<file path="src/rtl/tbd_accel_ctrl.sv">
// Purpose: OBI register front-end and single-job sequencer for the user-domain accelerator.
// Latency: every OBI request is granted the same cycle; its response follows exactly one cycle later.
// Backpressure: OBI is never stalled; a job is held on accel_valid_o until accel_ready_i is seen.
//
// Ports:
//   clk_i, rst_ni         clock; synchronous active-low reset
//   obi_*                 OBI subordinate (req/gnt, addr/we/be/wdata/aid in; rvalid/rdata/rid/err out)
//   accel_valid_o/ready_i job handshake carrying accel_op_a_o/accel_op_b_o
//   accel_result_*        single-cycle result strobe and data from the datapath
//   irq_o                 level interrupt, DONE & IRQ_EN, registered
// Optional feature: define TBD_ACCEL_CTRL_TIMEOUT_EN to abort jobs after TimeoutCycles cycles.
module tbd_accel_ctrl #(
  parameter int unsigned IdWidth       = 1,
  parameter int unsigned TimeoutCycles = 1024
) (
  input  logic               clk_i,
  input  logic               rst_ni,
  input  logic               obi_req_i,
  output logic               obi_gnt_o,
  input  logic [31:0]        obi_addr_i,
  input  logic               obi_we_i,
  input  logic [3:0]         obi_be_i,
  input  logic [31:0]        obi_wdata_i,
  input  logic [IdWidth-1:0] obi_aid_i,
  output logic               obi_rvalid_o,
  output logic [31:0]        obi_rdata_o,
  output logic [IdWidth-1:0] obi_rid_o,
  output logic               obi_err_o,
  output logic               accel_valid_o,
  input  logic               accel_ready_i,
  output logic [31:0]        accel_op_a_o,
  output logic [31:0]        accel_op_b_o,
  input  logic               accel_result_valid_i,
  input  logic [31:0]        accel_result_i,
  output logic               irq_o
);

  typedef enum logic [1:0] {ST_IDLE, ST_ISSUE, ST_WAIT} state_e;

  state_e state_q, state_d;

  logic [31:0]        opa_q, opb_q, result_q, cycles_q;
  logic               irq_en_q, done_q, err_q, timeout_q, irq_q;
  logic               rvalid_q, rsp_err_q;
  logic [31:0]        rdata_q;
  logic [IdWidth-1:0] rid_q;

  logic [7:0]  reg_idx;
  logic        busy;
  logic        wr_req, ctrl_wr, start_wr, clr_wr, start_ok;
  logic        opa_wr, opb_wr, sw_err, capture, timeout_hit;
  logic        rsp_err_d;
  logic [31:0] rdata_d;
  logic        addr_unused;

  assign reg_idx     = obi_addr_i[9:2];
  assign addr_unused = ^{obi_addr_i[31:10], obi_addr_i[1:0]};

  assign wr_req   = obi_req_i & obi_we_i;
  assign ctrl_wr  = wr_req & (reg_idx == 8'd0) & obi_be_i[0];
  assign start_wr = ctrl_wr & obi_wdata_i[0];
  assign clr_wr   = ctrl_wr & obi_wdata_i[2];
  assign start_ok = start_wr & ~busy;
  assign opa_wr   = wr_req & (reg_idx == 8'd2);
  assign opb_wr   = wr_req & (reg_idx == 8'd3);
  // Touching the job (restart or operand change) while it runs is a software error.
  assign sw_err   = busy & (start_wr | opa_wr | opb_wr);
  assign capture  = (state_q == ST_WAIT) & accel_result_valid_i;

`ifdef TBD_ACCEL_CTRL_TIMEOUT_EN
  // A result arriving on the limit cycle still counts as a normal completion.
  assign timeout_hit = busy & (cycles_q >= 32'(TimeoutCycles)) & ~capture;
`else
  logic timeout_unused;
  assign timeout_unused = |32'(TimeoutCycles);
  assign timeout_hit    = 1'b0;
`endif

  // FSM: state register
  always_ff @(posedge clk_i) begin
    if (!rst_ni) state_q <= ST_IDLE;
    else         state_q <= state_d;
  end

  // FSM: next state
  always_comb begin
    state_d = state_q;
    case (state_q)
      ST_IDLE:  if (start_ok) state_d = ST_ISSUE;
      ST_ISSUE: if (timeout_hit) state_d = ST_IDLE;
                else if (accel_ready_i) state_d = ST_WAIT;
      ST_WAIT:  if (capture || timeout_hit) state_d = ST_IDLE;
      default:  state_d = ST_IDLE;
    endcase
  end

  // FSM: outputs
  always_comb begin
    busy          = (state_q != ST_IDLE);
    accel_valid_o = (state_q == ST_ISSUE);
  end

  // Register file and job bookkeeping. Later assignments win, so hardware
  // sets of DONE/ERR/TIMEOUT override a CLR arriving in the same cycle.
  always_ff @(posedge clk_i) begin
    if (!rst_ni) begin
      opa_q     <= '0;
      opb_q     <= '0;
      result_q  <= '0;
      cycles_q  <= '0;
      irq_en_q  <= 1'b0;
      done_q    <= 1'b0;
      err_q     <= 1'b0;
      timeout_q <= 1'b0;
      irq_q     <= 1'b0;
    end else begin
      if (ctrl_wr) irq_en_q <= obi_wdata_i[1];
      if (clr_wr) begin
        done_q    <= 1'b0;
        err_q     <= 1'b0;
        timeout_q <= 1'b0;
      end
      if (capture || timeout_hit) done_q <= 1'b1;
      if (timeout_hit) timeout_q <= 1'b1;
      if (sw_err) err_q <= 1'b1;
      if (capture) result_q <= accel_result_i;

      if (start_ok) cycles_q <= '0;
      else if (busy && !timeout_hit && cycles_q != 32'hFFFF_FFFF) cycles_q <= cycles_q + 32'd1;

      for (int b = 0; b < 4; b++) begin
        if (opa_wr && !busy && obi_be_i[b]) opa_q[8*b +: 8] <= obi_wdata_i[8*b +: 8];
        if (opb_wr && !busy && obi_be_i[b]) opb_q[8*b +: 8] <= obi_wdata_i[8*b +: 8];
      end

      irq_q <= done_q & irq_en_q;
    end
  end

  // Response decode: values are taken at the grant cycle, before any update.
  always_comb begin
    rsp_err_d = 1'b0;
    rdata_d   = '0;
    if (obi_req_i) begin
      case (reg_idx)
        8'd0: if (!obi_we_i) rdata_d = {30'd0, irq_en_q, 1'b0};
        8'd1: if (obi_we_i) rsp_err_d = 1'b1;
              else rdata_d = {28'd0, timeout_q, err_q, done_q, busy};
        8'd2: if (!obi_we_i) rdata_d = opa_q;
        8'd3: if (!obi_we_i) rdata_d = opb_q;
        8'd4: if (obi_we_i) rsp_err_d = 1'b1;
              else rdata_d = result_q;
        8'd5: if (obi_we_i) rsp_err_d = 1'b1;
              else rdata_d = cycles_q;
        default: rsp_err_d = 1'b1;
      endcase
    end
  end

  always_ff @(posedge clk_i) begin
    if (!rst_ni) begin
      rvalid_q  <= 1'b0;
      rsp_err_q <= 1'b0;
      rdata_q   <= '0;
      rid_q     <= '0;
    end else begin
      rvalid_q  <= obi_req_i;
      rsp_err_q <= rsp_err_d;
      rdata_q   <= rdata_d;
      if (obi_req_i) rid_q <= obi_aid_i;
    end
  end

  assign obi_gnt_o    = obi_req_i;
  assign obi_rvalid_o = rvalid_q;
  assign obi_err_o    = rsp_err_q;
  assign obi_rdata_o  = rdata_q;
  assign obi_rid_o    = rid_q;
  assign accel_op_a_o = opa_q;
  assign accel_op_b_o = opb_q;
  assign irq_o        = irq_q;

endmodule

</file>
<file path="config.mk">
export PLATFORM = sky130hd
export DESIGN_NAME = tbd_accel_ctrl
export DESIGN_NICKNAME = d
export VERILOG_FILES = /design/src/rtl/tbd_accel_ctrl.sv
export SDC_FILE = /design/constraint.sdc
export NUM_CORES = 1
export LEC_CHECK = 0
export CORE_AREA = 2 2 130 132
export CTS_CLUSTER_SIZE = 12
export DETAILED_ROUTE_END_ITERATION = 16
export DIE_AREA = 0 0 132 134
export PLACE_DENSITY = 0.77
export SKIP_CTS_REPAIR_TIMING = 1
export SLEW_MARGIN = 20
export SYNTH_ARGS = -nofsm -noshare
export SYNTH_HDL_FRONTEND = slang
export SYNTH_SLANG_ARGS = --single-unit
</file>
<file path="constraint.sdc">
create_clock -name clk_i -period 2.6 [get_ports clk_i]
set_clock_uncertainty 0.2 [all_clocks]
set_input_delay 0.52 -clock clk_i [delete_from_list [all_inputs] [get_ports clk_i]]
set_output_delay 0.52 -clock clk_i [all_outputs]
set_load 0.02 [all_outputs]
</file>
==> results.md, run 1 <==
* Fill count at approximately 1400
* Reg2Reg Capture Point: cycles_q[30]$_SDFFE_PP0P_
* Die ar. at between 15000 and 20000 um2
* Sequential fraction of the synthesis area at 0.489
* Design Area, Final at between 10000 and 15000 um2
* Share of cells above drive strength 1 at 0.105
* Status: complete, no violations
* Gate Count Post-Synth at approximately 760
* FP Rows at 47
* Hold WC Path Type: reg2reg
* Yosys top cell by area: dfxtp_1
* Fin worst setup slack at around 0.060 ns
* Hold wc startpoint: result_q[20]$_SDFFE_PN0P_
* Port Buffers at around 180
* Primary FF master, synth: dfxtp_1
* Core region area at ~16000 um2
* Slew Limit Fails at 0
* R2r startpoint: cycles_q[4]$_SDFFE_PP0P_
* Cts bufs inserted at 17
* N_diodes at 0
* Placed cell area at about 9400 um2
* Global-route wire length before repair at about 33000 um
* Final hold vios at 0
* Worst EP required at 2.77 ns
* Worst-skew pair later-pin latency at ~0.43 ns
* Iter 0 DRT Violations at a little under 600
* Switching power at 1.12 mW
* Sequential Area at around 3400 um2
* Antenna violation net count after detailed routing at 0
* DRC errors left at 0
* Post-synthesis async set-or-reset flop share at 0
* Final min period at ~2.5 ns
* Hold Path End: result_q[20]$_SDFFE_PN0P_
* Die Y at about 130 um
* CP arrival at around 2.7 ns
* CTS H-tree depth at 4
* Placed instance count at 1156
* Post-synth EDFFs at 0
* Critical Path, Cell by Cell: clkdlybuf4s50_1 -> or4_1 -> buf_4 -> nor3_1 -> buf_4 -> and3_4 -> buf_6 -> a22oi_1 -> a21oi_1
* Overall die width at about 130 um
* Synth top area share at 0.489
* Worst slew pin tran at roughly 0.57 ns
* Crit-path slowest cell: or4_1
* Multi-input gate area at 3340 um2
* Reg2Reg Depth at 5
* P_leak at 3.29 nW
* Final hold slack at 0.260 ns
* Most used cell, CP: buf_4
* Setup Viol. Count Final at 0
* Switching Fraction at 0.203
* Grt total ovfl at 0
* Non-Filler Instances at 1190
* Hold Path Depth at 2
* Initial core utilization at 0.425
* Largest net degree at the start of global routing at 51
* Area delta synth->final at 45.6%
* Synth unique cells at 54
* Post-DP HPWL at 15300 um
* Area contributors post-synth: dfxtp_1 (49%), mux2i_1 (9.7%), a22oi_1 (6.6%), a21oi_1 (5.7%), nor2_1 (5.1%)
* CP Capture Type: flip-flop
* Clock slew at reported path FFs at around 0.06 ns
* Power share of the combinational group at 0.044
* Top Ports at 209
* RSZ-0062 raised after global routing: true
* Normalized max-slew margin at 0.608
* Final Cycle Share at 0.977
* F_max at ~390 MHz
* Yosys reg bits at between 150 and 200
* Syn_area_per_cell at ~9.1 um2
* Vias at about 6500
* Drt first pass iters at 5
* WP buf/inv at 4
* Root buffer cell: clkbuf_16
* CTS tree: done
* Fraction of power consumed by sequential logic at 0.471
* Max_cap viols at 0
* Post-Syn Area at roughly 6900 um2
* Nets at around 1100
* Vias in the first global route at ~6300
* R2R setup slack at roughly 0.16 ns
* Overall Power at ~5.5 mW
* Total Wirelength at 21400 um
* GR Util All Layers at 0.239
* WL/cell at approximately 18 um
* Crit path kind: in2reg
* Clk buf depth at 2
* Clock power frac at 0.485
* Synthesized Nets at just under 900
* Critical Path Start Type: input port
* Crit path max fanout at 13
* Top delay family on crit path: simple AND/OR/NAND/NOR gates
* Via/cell ratio at 5.45
* RePlAce Congestion at between 0.8 and 0.9
* Max VDD drop at ~0.00048 V
* Place WS at -0.358 ns
* Power Dens Cells at 547 nW/um2
* Crit path largest cell delay at 0.59 ns
* Initial antenna violation count at 1
* TritonCTS sink count at about 170
* Count of yosys warnings during synthesis at 0
* Pint at 4.39 mW
cell usage after synthesis (2+ instances only):
| master | instances |
|---|---|
| nand4_1 | 6 |
| a22o_1 | 2 |
| a21oi_1 | 79 |
| clkbuf_1 | 38 |
| a211oi_1 | 7 |
| mux2i_1 | 67 |
| and4_1 | 6 |
| dfxtp_1 | 169 |
| and3_1 | 9 |
| and3b_1 | 2 |
| o21ai_0 | 7 |
| xor2_1 | 3 |
| nor4_1 | 5 |
| nand3_1 | 18 |
| nor2b_1 | 5 |
| buf_2 | 13 |
| or4_1 | 7 |
| nor2_1 | 94 |
| and2_1 | 4 |
| a22oi_1 | 61 |
| or4_2 | 2 |
| nand2_1 | 83 |
| o21a_1 | 2 |
| and4b_1 | 2 |
| nor2_2 | 4 |
| o31ai_1 | 6 |
| a21boi_0 | 3 |
| xnor2_1 | 18 |
| buf_1 | 2 |
| inv_1 | 4 |
| a2111oi_0 | 5 |
| or3_1 | 6 |
worst min-delay path, cell delays in order, from the launching register on:
cell     delay, ns
dfxtp_1       0.31
nand2_1       0.05
a21oi_1       0.05
metal layers:
metal	share of wire	wire, um	track usage
met4	0.017	354	0.0815
met2	0.48	10200	0.385
met5	0	0	0
met3	0.076	1620	0.0518
met1	0.43	9170	0.320
power groups by stage:
stage | Combinational [mW] | Clock, mW | Sequential (mW)
CTS | 0.240 | 2.71 | 2.59
finish | 0.242 | 2.67 | 2.59
global placement | 0.237 | 0 | 2.65
floorplan | 0.0561 | 0 | 2.65
detailed placement | 0.237 | 0 | 2.65
global route | 0.257 | 2.81 | 2.59
cell type report:
type,instances,share of cell area
Sequential cell,169,0.336
Multi-Input combinational cell,533,0.332
Timing Repair Buffer,232,0.241
Clock buffer,20,0.0453
Tap cell,220,0.0273
Clock inverter,12,0.0171
Inverter,4,0.00149
registers in the layout (all words and copies together), names as in the netlist, 2 cells and up:
register and flops:
state_q 2, accel_op_b_o 32, result_q 32, obi_rdata_o 32, cycles_q 32, accel_op_a_o 32
logic make-up (layout without fill, tap and decap cells):
kind of cell / after synthesis / count (layout) / share of synthesized area
AOI/OAI and AO/OA: 180 / 180 / 0.167
xor gates and xnor gates: 21 / 21 / 0.0266
adders and majority gates: 1 / 1 / 0.00181
buffers and inverters: 59 / 268 / 0.0351
DFF: 169 / 169 / 0.489
muxes: 69 / 69 / 0.102
and+or+nand+nor: 262 / 262 / 0.179
through the flow:
step,TNS [ns],utilization
final,0,0.618
after global routing,-0.00260,0.618
after CTS,0,0.613
after detailed placement,-36.41,0.575
after global placement,-31.63,0.575
after floorplan,0,-
worst max path at each step:
stage	from	end	slack [ns]	cells after the start
finish	obi_addr_i[9]	obi_rdata_o[12]$_SDFF_PN0_	0.06	9
CTS	state_q[0]$_SDFFE_PN0P_	accel_valid_o	0.04	2
global route	obi_addr_i[9]	obi_rdata_o[20]$_SDFF_PN0_	-0.003	9
floorplan	obi_addr_i[9]	obi_rdata_o[22]$_SDFF_PN0_	0.09	7
global placement	obi_addr_i[9]	obi_rdata_o[10]$_SDFF_PN0_	-0.30	8
detailed placement	obi_addr_i[9]	obi_rdata_o[16]$_SDFF_PN0_	-0.36	9
cells in the final DEF (no fill, tap or decap), types with 3 or more instances in the layout:
cell / n
clkdlybuf4s50_1: 183
dfxtp_1: 169
nor2_1: 94
nand2_1: 83
a21oi_1: 79
mux2i_1: 67
a22oi_1: 59
buf_4: 29
nand3_1: 18
xnor2_1: 18
clkbuf_16: 18
buf_12: 16
and3_1: 8
o21ai_0: 7
a211oi_1: 7
or3_1: 6
o31ai_1: 6
or4_1: 6
nand4_1: 6
and4_1: 6
nor2b_1: 4
a2111oi_0: 4
nor4_1: 4
nor2_2: 4
bufinv_16: 4
clkinv_2: 4
a21boi_0: 3
and2_1: 3
xor2_1: 3
inv_1: 3
Power figures use the tool's default switching activity.
==> run 2: changes to the inputs <==
Settings changed: CORE_AREA 2 2 130 132 to 5 5 133 135, DIE_AREA 0 0 132 134 to 0 0 138 140, SLEW_MARGIN 20 to 15.
==> run 2 against run 1 <==
Net effect: design area hardly changed; register-to-register slack better by 0.05 ns; critical path depth stayed put; die area is 9.2% higher; sequential power hardly changed; global-route usage is 2.6 points lower; power is 4.9% higher; wire length is 0.38% lower; sequential share of layout area hardly changed; fmax is 0.17% lower; setup slack worse by 0.0042 ns; count of clock-buffer cells in the layout is 1 higher.
==> results.md, run 2 (synthesis results as in run 1) <==
* Final hold vios at 0 (unchanged)
* Fill count at 1398 (+2.5%)
* Highest Signal Layer: met5
* Worst-skew pair later-pin latency at 0.43 ns (about the same)
* Setup Viol. Count Final at 0 (unchanged)
* Grt total ovfl at 0 (unchanged)
* Die Y at 140 um (+4.5%)
* Initial core utilization at 0.423 (-0.00153)
* Initial antenna violation count at 1 (unchanged)
* Global-route wire length before repair at 33400 um (about the same)
* N_diodes at 0 (unchanged)
* Util after Layout at 0.617 (-0.00169)
* Metal-1 WL at 9410 um (+2.6%)
* DRC errors left at 0 (unchanged)
* Iter 0 DRT Violations at 583 (-1.0%)
* FP Rows at 47 (unchanged)
* Core region area at 16300 um2 (+0.36%)
* P_leak at 3.29 nW (about the same)
* Non-Filler Instances at 1192 (+0.17%)
* Largest net degree at the start of global routing at 58 (+14%)
* RePlAce Congestion at 0.830 (-5.5%)
* CP arrival at 2.64 ns (-0.07 ns)
* Post-DP HPWL at 15400 um (+0.50%)
* Antenna violation net count after detailed routing at 0 (unchanged)
* Wire length on met2 at 10200 um (-0.22%)
* Most frequent cells in the layout: clkdlybuf4s50_1 (184), dfxtp_1 (169), nor2_1 (94)
* Total Wirelength at 21300 um (-0.38%)
* Slew Limit Fails at 0 (unchanged)
* Power Dens Cells at 573 nW/um2 (+4.8%)
* Nets at 1067 (+0.19%)
* Hold WC Path Type: reg2reg
* Multi-input gate area at 3330 um2 (-0.30%)
* Overall die width at 138 um (+4.5%)
* CTS H-tree depth at 4 (unchanged)
* Vias at 6473 (-0.28%)
* Design Area, Final at 10100 um2 (about the same)
* TritonCTS sink count at 169 (unchanged)
* Max VDD drop at 0.000446 V (-6.5%)
* CP Capture Type: flip-flop
* Share of cells above drive strength 1 at 0.105 (-0.000216)
* Port Buffers at 184 (unchanged)
* Placed cell area at 9340 um2 (-0.24%)
* Root buffer cell: clkbuf_16
* GR Util All Layers at 0.214 (-0.0257)
* Normalized max-slew margin at 0.585 (-0.0230)
* Crit path max fanout at 8 (-5)
* WL/cell at 17.9 um (-0.55%)
* Area delta synth->final at 45.7% (about the same)
* Sequential Area at 3380 um2 (unchanged)
* F_max at 393 MHz (-0.17%)
* Clock slew at reported path FFs at 0.06 ns (about the same)
* Cts bufs inserted at 17 (unchanged)
* Met3 WL post-DR at 1320 um (-18%)
* Final Cycle Share at 0.978 (+0.00163)
* Top Ports at 209 (unchanged)
* Most common cell after layout, fill and taps aside: clkdlybuf4s50_1
* Worst slew pin tran at 0.622 ns (+0.0492 ns)
* Worst EP required at 2.69 ns (-0.08 ns)
* Max_cap viols at 0 (unchanged)
* Final min period at 2.54 ns (+0.00424 ns)
* RSZ-0062 raised after global routing: false
* Critical Path Start Type: input port
* Die ar. at 19300 um2 (+9.2%)
* Via/cell ratio at 5.43 (-0.44%)
* Status: complete, no violations
* Clk buf depth at 2 (unchanged)
* Placed instance count at 1158 (+0.17%)
* Crit path kind: in2reg
* Vias in the first global route at 6154 (-1.6%)
* Drt first pass iters at 5 (unchanged)
* CTS tree: done
## run 2: worst paths after layout
| check | cells after the start | startpoint | slack [ns] | endpoint |
|---|---|---|---|---|
| setup / recovery | 9 | obi_addr_i[9] | 0.06 | accel_op_b_o[16]$_SDFFE_PN0P_ |
| hold / removal | 2 | result_q[8]$_SDFFE_PN0P_ | 0.26 | result_q[8]$_SDFFE_PN0P_ |
| setup reg to reg | 5 | cycles_q[5]$_SDFFE_PP0P_ | 0.21 | cycles_q[30]$_SDFFE_PP0P_ |
| hold reg to reg | 2 | result_q[8]$_SDFFE_PN0P_ | 0.26 | result_q[8]$_SDFFE_PN0P_ |
## run 2: final cells by class
| class | instances | area share |
|---|---|---|
| multi-input cells | 533 | 0.330 |
| repair buffers | 234 | 0.237 |
| inverters | 4 | 0.00149 |
| clock inverters | 11 | 0.0238 |
| clock buffers | 21 | 0.0447 |
| flip-flops and latches | 169 | 0.336 |
| well taps | 220 | 0.0273 |
## run 2: report_power, final
group	internal [mW]	total, mW	switching, mW
Clock	1.93	2.95	1.02
Sequential	2.59	2.59	0.00115
Combinational	0.140	0.237	0.0963
Total	4.66	5.78	1.12
## run 2: per-layer routing
layer  vias up  global-route usage
met4         2              0.0640
met5         -                   0
met1      3106               0.279
li1       3113                   -
met3        31              0.0539
met2       221               0.350
## run 2: through the flow
step / TNS [ns] / hold slack (ns) / setup slack, ns / power [mW]
after global placement: -37.49 / 0.244 / -0.353 / 2.88
final: 0 / 0.255 / 0.0560 / 5.78
after CTS: 0 / 0.257 / 0.0495 / 5.81
after floorplan: 0 / 0.233 / 0.0857 / 2.71
after detailed placement: -41.83 / 0.249 / -0.381 / 2.88
after global routing: 0 / 0.273 / 0.00617 / 5.93
## run 2: critical path, cell delays in order
cell	delay (ns)
clkdlybuf4s50_1	0.43
or4_4	0.57
buf_4	0.17
nand4bb_1	0.18
buf_4	0.17
nor2_2	0.16
buf_12	0.16
mux2i_1	0.22
nor2_1	0.05
